### config.mk
export PLATFORM = sky130hd
export DESIGN_NAME = control_unit
export DESIGN_NICKNAME = d
export VERILOG_FILES = /design/src/rtl/control_unit_pkg.sv /design/src/rtl/ctrl_decode.sv /design/src/rtl/control_unit.sv
export SDC_FILE = /design/constraint.sdc
export NUM_CORES = 1
export LEC_CHECK = 0
export BUFFER_PORTS_ARGS = -buffer_cell sky130_fd_sc_hd__buf_2
export CAP_MARGIN = 20
export CORE_UTILIZATION = 40
export DETAILED_ROUTE_END_ITERATION = 10
export MAX_ROUTING_LAYER = met4
export PLACE_DENSITY = 0.79
export SYNTH_ARGS = -nofsm -noshare
export SYNTH_HDL_FRONTEND = slang
export SYNTH_HIERARCHICAL = 1
export SYNTH_SLANG_ARGS = --single-unit
### constraint.sdc
create_clock -name clock -period 3.9 [get_ports clock]
set_input_delay 0.39 -clock clock [delete_from_list [all_inputs] [get_ports clock]]
set_output_delay 0.39 -clock clock [all_outputs]
set_load 0.01 [all_outputs]
### src/rtl/control_unit_pkg.sv
// Shared control-unit definitions: step encodings, opcode constants, ALU
// function codes and the one-hot instruction-class record produced by
// ctrl_decode. Also usable by the datapath ALU and by benches.
package control_unit_pkg;

   // Sequencer step: reset, fetch T0-T2, execute T3-T7, halted.
   typedef enum logic [3:0] {
      ST_RST  = 4'd0,
      ST_T0   = 4'd1,
      ST_T1   = 4'd2,
      ST_T2   = 4'd3,
      ST_T3   = 4'd4,
      ST_T4   = 4'd5,
      ST_T5   = 4'd6,
      ST_T6   = 4'd7,
      ST_T7   = 4'd8,
      ST_HALT = 4'd9
   } step_e;

   // Opcode field values (ir[IR_W-1:OPC_LSB]).
   localparam logic [4:0] OPC_LD   = 5'b00000;
   localparam logic [4:0] OPC_LDI  = 5'b00001;
   localparam logic [4:0] OPC_ST   = 5'b00010;
   localparam logic [4:0] OPC_ADD  = 5'b00011;
   localparam logic [4:0] OPC_SUB  = 5'b00100;
   localparam logic [4:0] OPC_AND  = 5'b00101;
   localparam logic [4:0] OPC_OR   = 5'b00110;
   localparam logic [4:0] OPC_ADDI = 5'b01100;
   localparam logic [4:0] OPC_IN   = 5'b10110;
   localparam logic [4:0] OPC_OUT  = 5'b10111;
   localparam logic [4:0] OPC_MFHI = 5'b11000;
   localparam logic [4:0] OPC_MFLO = 5'b11001;
   localparam logic [4:0] OPC_NOP  = 5'b11010;
   localparam logic [4:0] OPC_HALT = 5'b11011;

   // ALU function select codes.
   localparam logic [3:0] ALU_ADD = 4'd0;
   localparam logic [3:0] ALU_SUB = 4'd1;
   localparam logic [3:0] ALU_AND = 4'd2;
   localparam logic [3:0] ALU_OR  = 4'd3;

   // One-hot instruction class; exactly one field is set for any opcode.
   typedef struct packed {
      logic is_alu;
      logic is_imm;
      logic is_ldi;
      logic is_ld;
      logic is_st;
      logic is_in;
      logic is_out;
      logic is_mfhi;
      logic is_mflo;
      logic is_nop;
      logic is_halt;
      logic is_ill;
   } instr_class_t;

endpackage

### src/rtl/ctrl_decode.sv
// Combinational opcode decoder: 5-bit opcode -> one-hot instruction class
// plus the ALU function the execute phase should request.
module ctrl_decode
   import control_unit_pkg::*;
(
   input  logic [4:0]   opcode,
   output instr_class_t cls,
   output logic [3:0]   alu_fn
);

   // Classify opcode; anything not listed is flagged illegal.
   // NOTE: every output gets a default before the case so no path leaves a
   // value unassigned, which would otherwise infer a latch.
   always_comb begin
      cls    = '0;
      alu_fn = ALU_ADD;
      case (opcode)
         OPC_ADD:  cls.is_alu = 1'b1;
         OPC_SUB:  begin cls.is_alu = 1'b1; alu_fn = ALU_SUB; end
         OPC_AND:  begin cls.is_alu = 1'b1; alu_fn = ALU_AND; end
         OPC_OR:   begin cls.is_alu = 1'b1; alu_fn = ALU_OR;  end
         OPC_ADDI: cls.is_imm  = 1'b1;
         OPC_LDI:  cls.is_ldi  = 1'b1;
         OPC_LD:   cls.is_ld   = 1'b1;
         OPC_ST:   cls.is_st   = 1'b1;
         OPC_IN:   cls.is_in   = 1'b1;
         OPC_OUT:  cls.is_out  = 1'b1;
         OPC_MFHI: cls.is_mfhi = 1'b1;
         OPC_MFLO: cls.is_mflo = 1'b1;
         OPC_NOP:  cls.is_nop  = 1'b1;
         OPC_HALT: cls.is_halt = 1'b1;
         default:  cls.is_ill  = 1'b1;
      endcase
   end

endmodule

### src/rtl/control_unit.sv
// Hardwired sequencer: registered step state plus IR opcode decode drive all
// datapath strobes. Fetch is T0-T2, execute T3-T7, then back to T0.
// Optional feature macro CU_RUNSTOP_EN adds Stop/Run ports and the HALT
// state; without it the halt opcode behaves as nop.
module control_unit
   import control_unit_pkg::*;
#(
   parameter int IR_W    = 32,
   parameter int OPC_LSB = 27,
   parameter int ALU_W   = 4
) (
   input  logic             clock,
   input  logic             clear,
   input  logic [IR_W-1:0]  ir,
`ifdef CU_RUNSTOP_EN
   input  logic             Stop,
   output logic             Run,
`endif
   output logic             PCout,
   output logic             MARin,
   output logic             IncPC,
   output logic             PCin,
   output logic             Read,
   output logic             MDRin,
   output logic             MDRout,
   output logic             IRin,
   output logic             Yin,
   output logic             ZLowIn,
   output logic             ZLowOut,
   output logic             Write,
   output logic             Gra,
   output logic             Grb,
   output logic             Grc,
   output logic             Rin,
   output logic             Rout,
   output logic             BAout,
   output logic             RCout,
   output logic             HIout,
   output logic             LOout,
   output logic             InPortOut,
   output logic             OutPortIn,
   output logic [ALU_W-1:0] alu_op,
   output logic             illegal
);

   step_e        step_q, step_d;
   instr_class_t cls;
   logic [3:0]   alu_fn;
   logic         last_step;
   logic         unused_ir;

   // Only the opcode field matters here; the rest of ir feeds the datapath.
   assign unused_ir = ^ir[OPC_LSB-1:0];

   ctrl_decode u_decode (
      .opcode (ir[IR_W-1:OPC_LSB]),
      .cls    (cls),
      .alu_fn (alu_fn)
   );

   // Step register; clear forces RST immediately so every strobe drops at once.
   // NOTE: state flops use non-blocking assignment so all flops update together.
   always_ff @(posedge clock or posedge clear) begin
      if (clear) step_q <= ST_RST;
      else       step_q <= step_d;
   end

   // Next-step logic: instruction length follows the decoded class.
   always_comb begin
      step_d    = step_q;
      last_step = 1'b0;
      case (step_q)
         ST_RST:  step_d = ST_T0;
         ST_T0:   step_d = ST_T1;
         ST_T1:   step_d = ST_T2;
         ST_T2:   step_d = ST_T3;
         ST_T3: begin
            if (cls.is_alu || cls.is_imm || cls.is_ldi || cls.is_ld || cls.is_st)
               step_d = ST_T4;
`ifdef CU_RUNSTOP_EN
            else if (cls.is_halt)
               step_d = ST_HALT;
`endif
            else
               last_step = 1'b1;
         end
         ST_T4:   step_d = ST_T5;
         ST_T5: begin
            if (cls.is_ld || cls.is_st) step_d = ST_T6;
            else                        last_step = 1'b1;
         end
         ST_T6:   step_d = ST_T7;
         ST_T7:   last_step = 1'b1;
         ST_HALT: step_d = ST_HALT;
         default: step_d = ST_RST;
      endcase
      if (last_step) begin
`ifdef CU_RUNSTOP_EN
         step_d = Stop ? ST_HALT : ST_T0;
`else
         step_d = ST_T0;
`endif
      end
   end

`ifdef CU_RUNSTOP_EN
   // Run reports an instruction in progress.
   assign Run = (step_q != ST_RST) && (step_q != ST_HALT);
`endif

   // Strobe decode from (step, class); RST, HALT and unused steps drive nothing.
   always_comb begin
      {PCout, MARin, IncPC, PCin, Read, MDRin, MDRout, IRin, Yin, ZLowIn,
       ZLowOut, Write, Gra, Grb, Grc, Rin, Rout, BAout, RCout, HIout, LOout,
       InPortOut, OutPortIn, illegal} = '0;
      alu_op = '0;
      case (step_q)
         ST_T0: begin PCout = 1'b1; MARin = 1'b1; IncPC = 1'b1; ZLowIn = 1'b1; end
         ST_T1: begin ZLowOut = 1'b1; PCin = 1'b1; Read = 1'b1; MDRin = 1'b1; end
         ST_T2: begin MDRout = 1'b1; IRin = 1'b1; end
         ST_T3: begin
            if (cls.is_alu || cls.is_imm) begin
               Grb = 1'b1; Rout = 1'b1; Yin = 1'b1;
            end else if (cls.is_ldi || cls.is_ld || cls.is_st) begin
               Grb = 1'b1; BAout = 1'b1; Yin = 1'b1;
            end else if (cls.is_in) begin
               Gra = 1'b1; Rin = 1'b1; InPortOut = 1'b1;
            end else if (cls.is_out) begin
               Gra = 1'b1; Rout = 1'b1; OutPortIn = 1'b1;
            end else if (cls.is_mfhi) begin
               Gra = 1'b1; Rin = 1'b1; HIout = 1'b1;
            end else if (cls.is_mflo) begin
               Gra = 1'b1; Rin = 1'b1; LOout = 1'b1;
            end else if (cls.is_ill) begin
               illegal = 1'b1;
            end
         end
         ST_T4: begin
            ZLowIn = 1'b1;
            alu_op = ALU_W'(alu_fn);
            if (cls.is_alu) begin Grc = 1'b1; Rout = 1'b1; end
            else            RCout = 1'b1;
         end
         ST_T5: begin
            ZLowOut = 1'b1;
            if (cls.is_ld || cls.is_st) MARin = 1'b1;
            else begin Gra = 1'b1; Rin = 1'b1; end
         end
         ST_T6: begin
            MDRin = 1'b1;
            if (cls.is_st) begin Gra = 1'b1; Rout = 1'b1; end
            else           Read = 1'b1;
         end
         ST_T7: begin
            if (cls.is_st) Write = 1'b1;
            else begin MDRout = 1'b1; Gra = 1'b1; Rin = 1'b1; end
         end
         default: ;
      endcase
   end

endmodule

==> flow_summary.yaml <==
global_route:
  grt_pass1_wl_mm: 3.26
  grt_max_degree: 21
  overflow: 0
  grt_antenna_before_repair: 0
  grt_use_total_pct: 21.0
  grt_pass1_vias: 738
placed_design:
  dp.cells: 159
  dp_hpwl_mm: 1.42
  dp_slack_ns: 1.41
  io_buffers: 32
  dpl_cell_area_um2: 906
  gp_congestion: 0.808
worst_setup_path:
  timing.critical_path.required_ns: 3.51
  startpoint: "ir[31]"
  reg2reg_from: "step_q[1]"
  start_kind: "primary input"
  cp_data_arrival_time_ns: 2.12
  critPathMaxFanout: 9
  critPathCaptureType: "output port"
  critPathKind: "primary input to output port"
timing:
  grt_setup_unrepaired: "no"
  hold_ws_ns: 0.0219
  period_share_pct: 64.3
  setup_violations: 0
  fin_skew_ns: 0.00333
  max_slew.worst_pin.slew_ns: 0.658
  final-hold-violation-count: 0
  report.final.slew_viol_count: 0
  relSlewSlack_pct: 55.8
  layout_setup_ws_ns: 1.39
  setup_tns_ns: 0
  layout_min_cycle_time_ns: 2.51
  max_clock_freq_mhz: 399
cts:
  cts-buffers-inserted: 3
  insertion_delay_ns: 0.23
  post_cts_buffers: 0
  ctsHoldBuffers: 0
  path_clk_slew_ns: 0.04
  htreeDepth: 1
  cts_buffer_depth: 2
  clock-sinks: 4
  cts_resized: 0
  cts_tree: "yes"
  clockRootBuffer: "clkbuf_4"
floorplanning:
  core_um2: 1800
  die_area_um2: 2190
  start_util_pct: 44.6
  die_h_um: 46.8
  rows: 15
  ios: 62
  die_w_um: 46.8
finish:
  largestRegisters: "step_q (4)"
  largest_register_ffs: 4
  layout-drive-gt1-share_pct: 31.4
  antenna_cells: 0
  largest_register: "step_q"
  fin_util_pct: 51.5
  stdcell_area_um2: 928
  stdcell_count: 162
  area_growth_pct: 15.6
  layout.nets: 173
run_status:
  status: "complete, no violations"
power:
  power.density_nw_per_um2: 516
  p_int_mw: 0.237
  seqPwrFrac_pct: 28.0
  comb_power_share_pct: 61.3
  p_leak_nw: 0.434
  netSwitchingPower_mw: 0.242
  clkPwrFrac_pct: 10.7
  total_power_mw: 0.479
  ir_drop_mv: 0.333
  switching_share_pct: 50.5
detailed_routing:
  drt_first_pass_iters: 4
  routedWlPerCell_um: 11.9
  routed_wl_mm: 1.93
  drc: 0
  dr.first_iter.drc_count: 15
  ant_nets: 0
  vias_per_cell: 5.40
  vias: 875
run:
  cap_violations: 0
synthesis:
  synth_area_um2: 803
  avgSynthCellArea_um2: 6.92
  syn_inst: 116
  yosys_warnings: 6
worst_hold_path:
  min_path_type: "primary input to asynchronous set/reset pin"
[final cells by class]
class,instances,area [um2]
repair buffers,32,160
clock buffers,3,22.5
inverters,5,18.8
fillers,199,873
multi-input cells,93,596
flip-flops and latches,4,100
well taps,25,31.3
[power groups by stage]
stage               clock network [mW]  logic (mW)  registers (mW)
global placement                     0       0.287           0.128
global route                    0.0562       0.326           0.142
finish                          0.0511       0.293           0.134
detailed placement                   0       0.294           0.133
CTS                             0.0527       0.295           0.132
floorplan                            0       0.287          0.0689
[final timing paths]
check,to,cells past startpoint,slack (ns)
worst max register to register,step_q[3],2,2.49
worst max-delay path,Rout,7,1.39
worst min register to register,step_q[1],1,0.68
worst min-delay path,step_q[2],2,0.02
min in group clock,step_q[1],1,0.68
max in group asynchronous,step_q[3],2,3.73
[worst max-delay path, cell delays in order]
cell and delay [ns]:
buf_2 0.14, or3_4 0.40, nor2_1 0.44, nor3_2 0.18
a311oi_1 0.30, o22ai_1 0.11, buf_2 0.15
[layout by cell type, fill, tap and decap left out, types with 2 or more instances in the layout]
| cell | count |
|---|---|
| mux2i_1 | 2 |
| inv_1 | 5 |
| nor3_2 | 2 |
| and2_1 | 6 |
| and3_1 | 2 |
| nand3b_1 | 3 |
| a21oi_1 | 9 |
| nor3_1 | 8 |
| conb_1 | 2 |
| nor4b_1 | 2 |
| nor2b_1 | 2 |
| buf_2 | 32 |
| nand2_1 | 6 |
| nor4_1 | 4 |
| dfrtp_1 | 4 |
| nor2_1 | 14 |
| clkbuf_4 | 3 |
| o21a_1 | 2 |
| nand2b_1 | 6 |
| nor3b_1 | 2 |
| o21ai_0 | 2 |
[per-layer routing]
layer	routed length [um]	up-vias	global-route usage, %
met5	0	-	-
met4	27	0	8.57
met3	79	4	1.54
met2	932	22	33.1
met1	890	404	27.7
li1	-	445	-
Note: power is estimated with default switching activity, not from simulation.
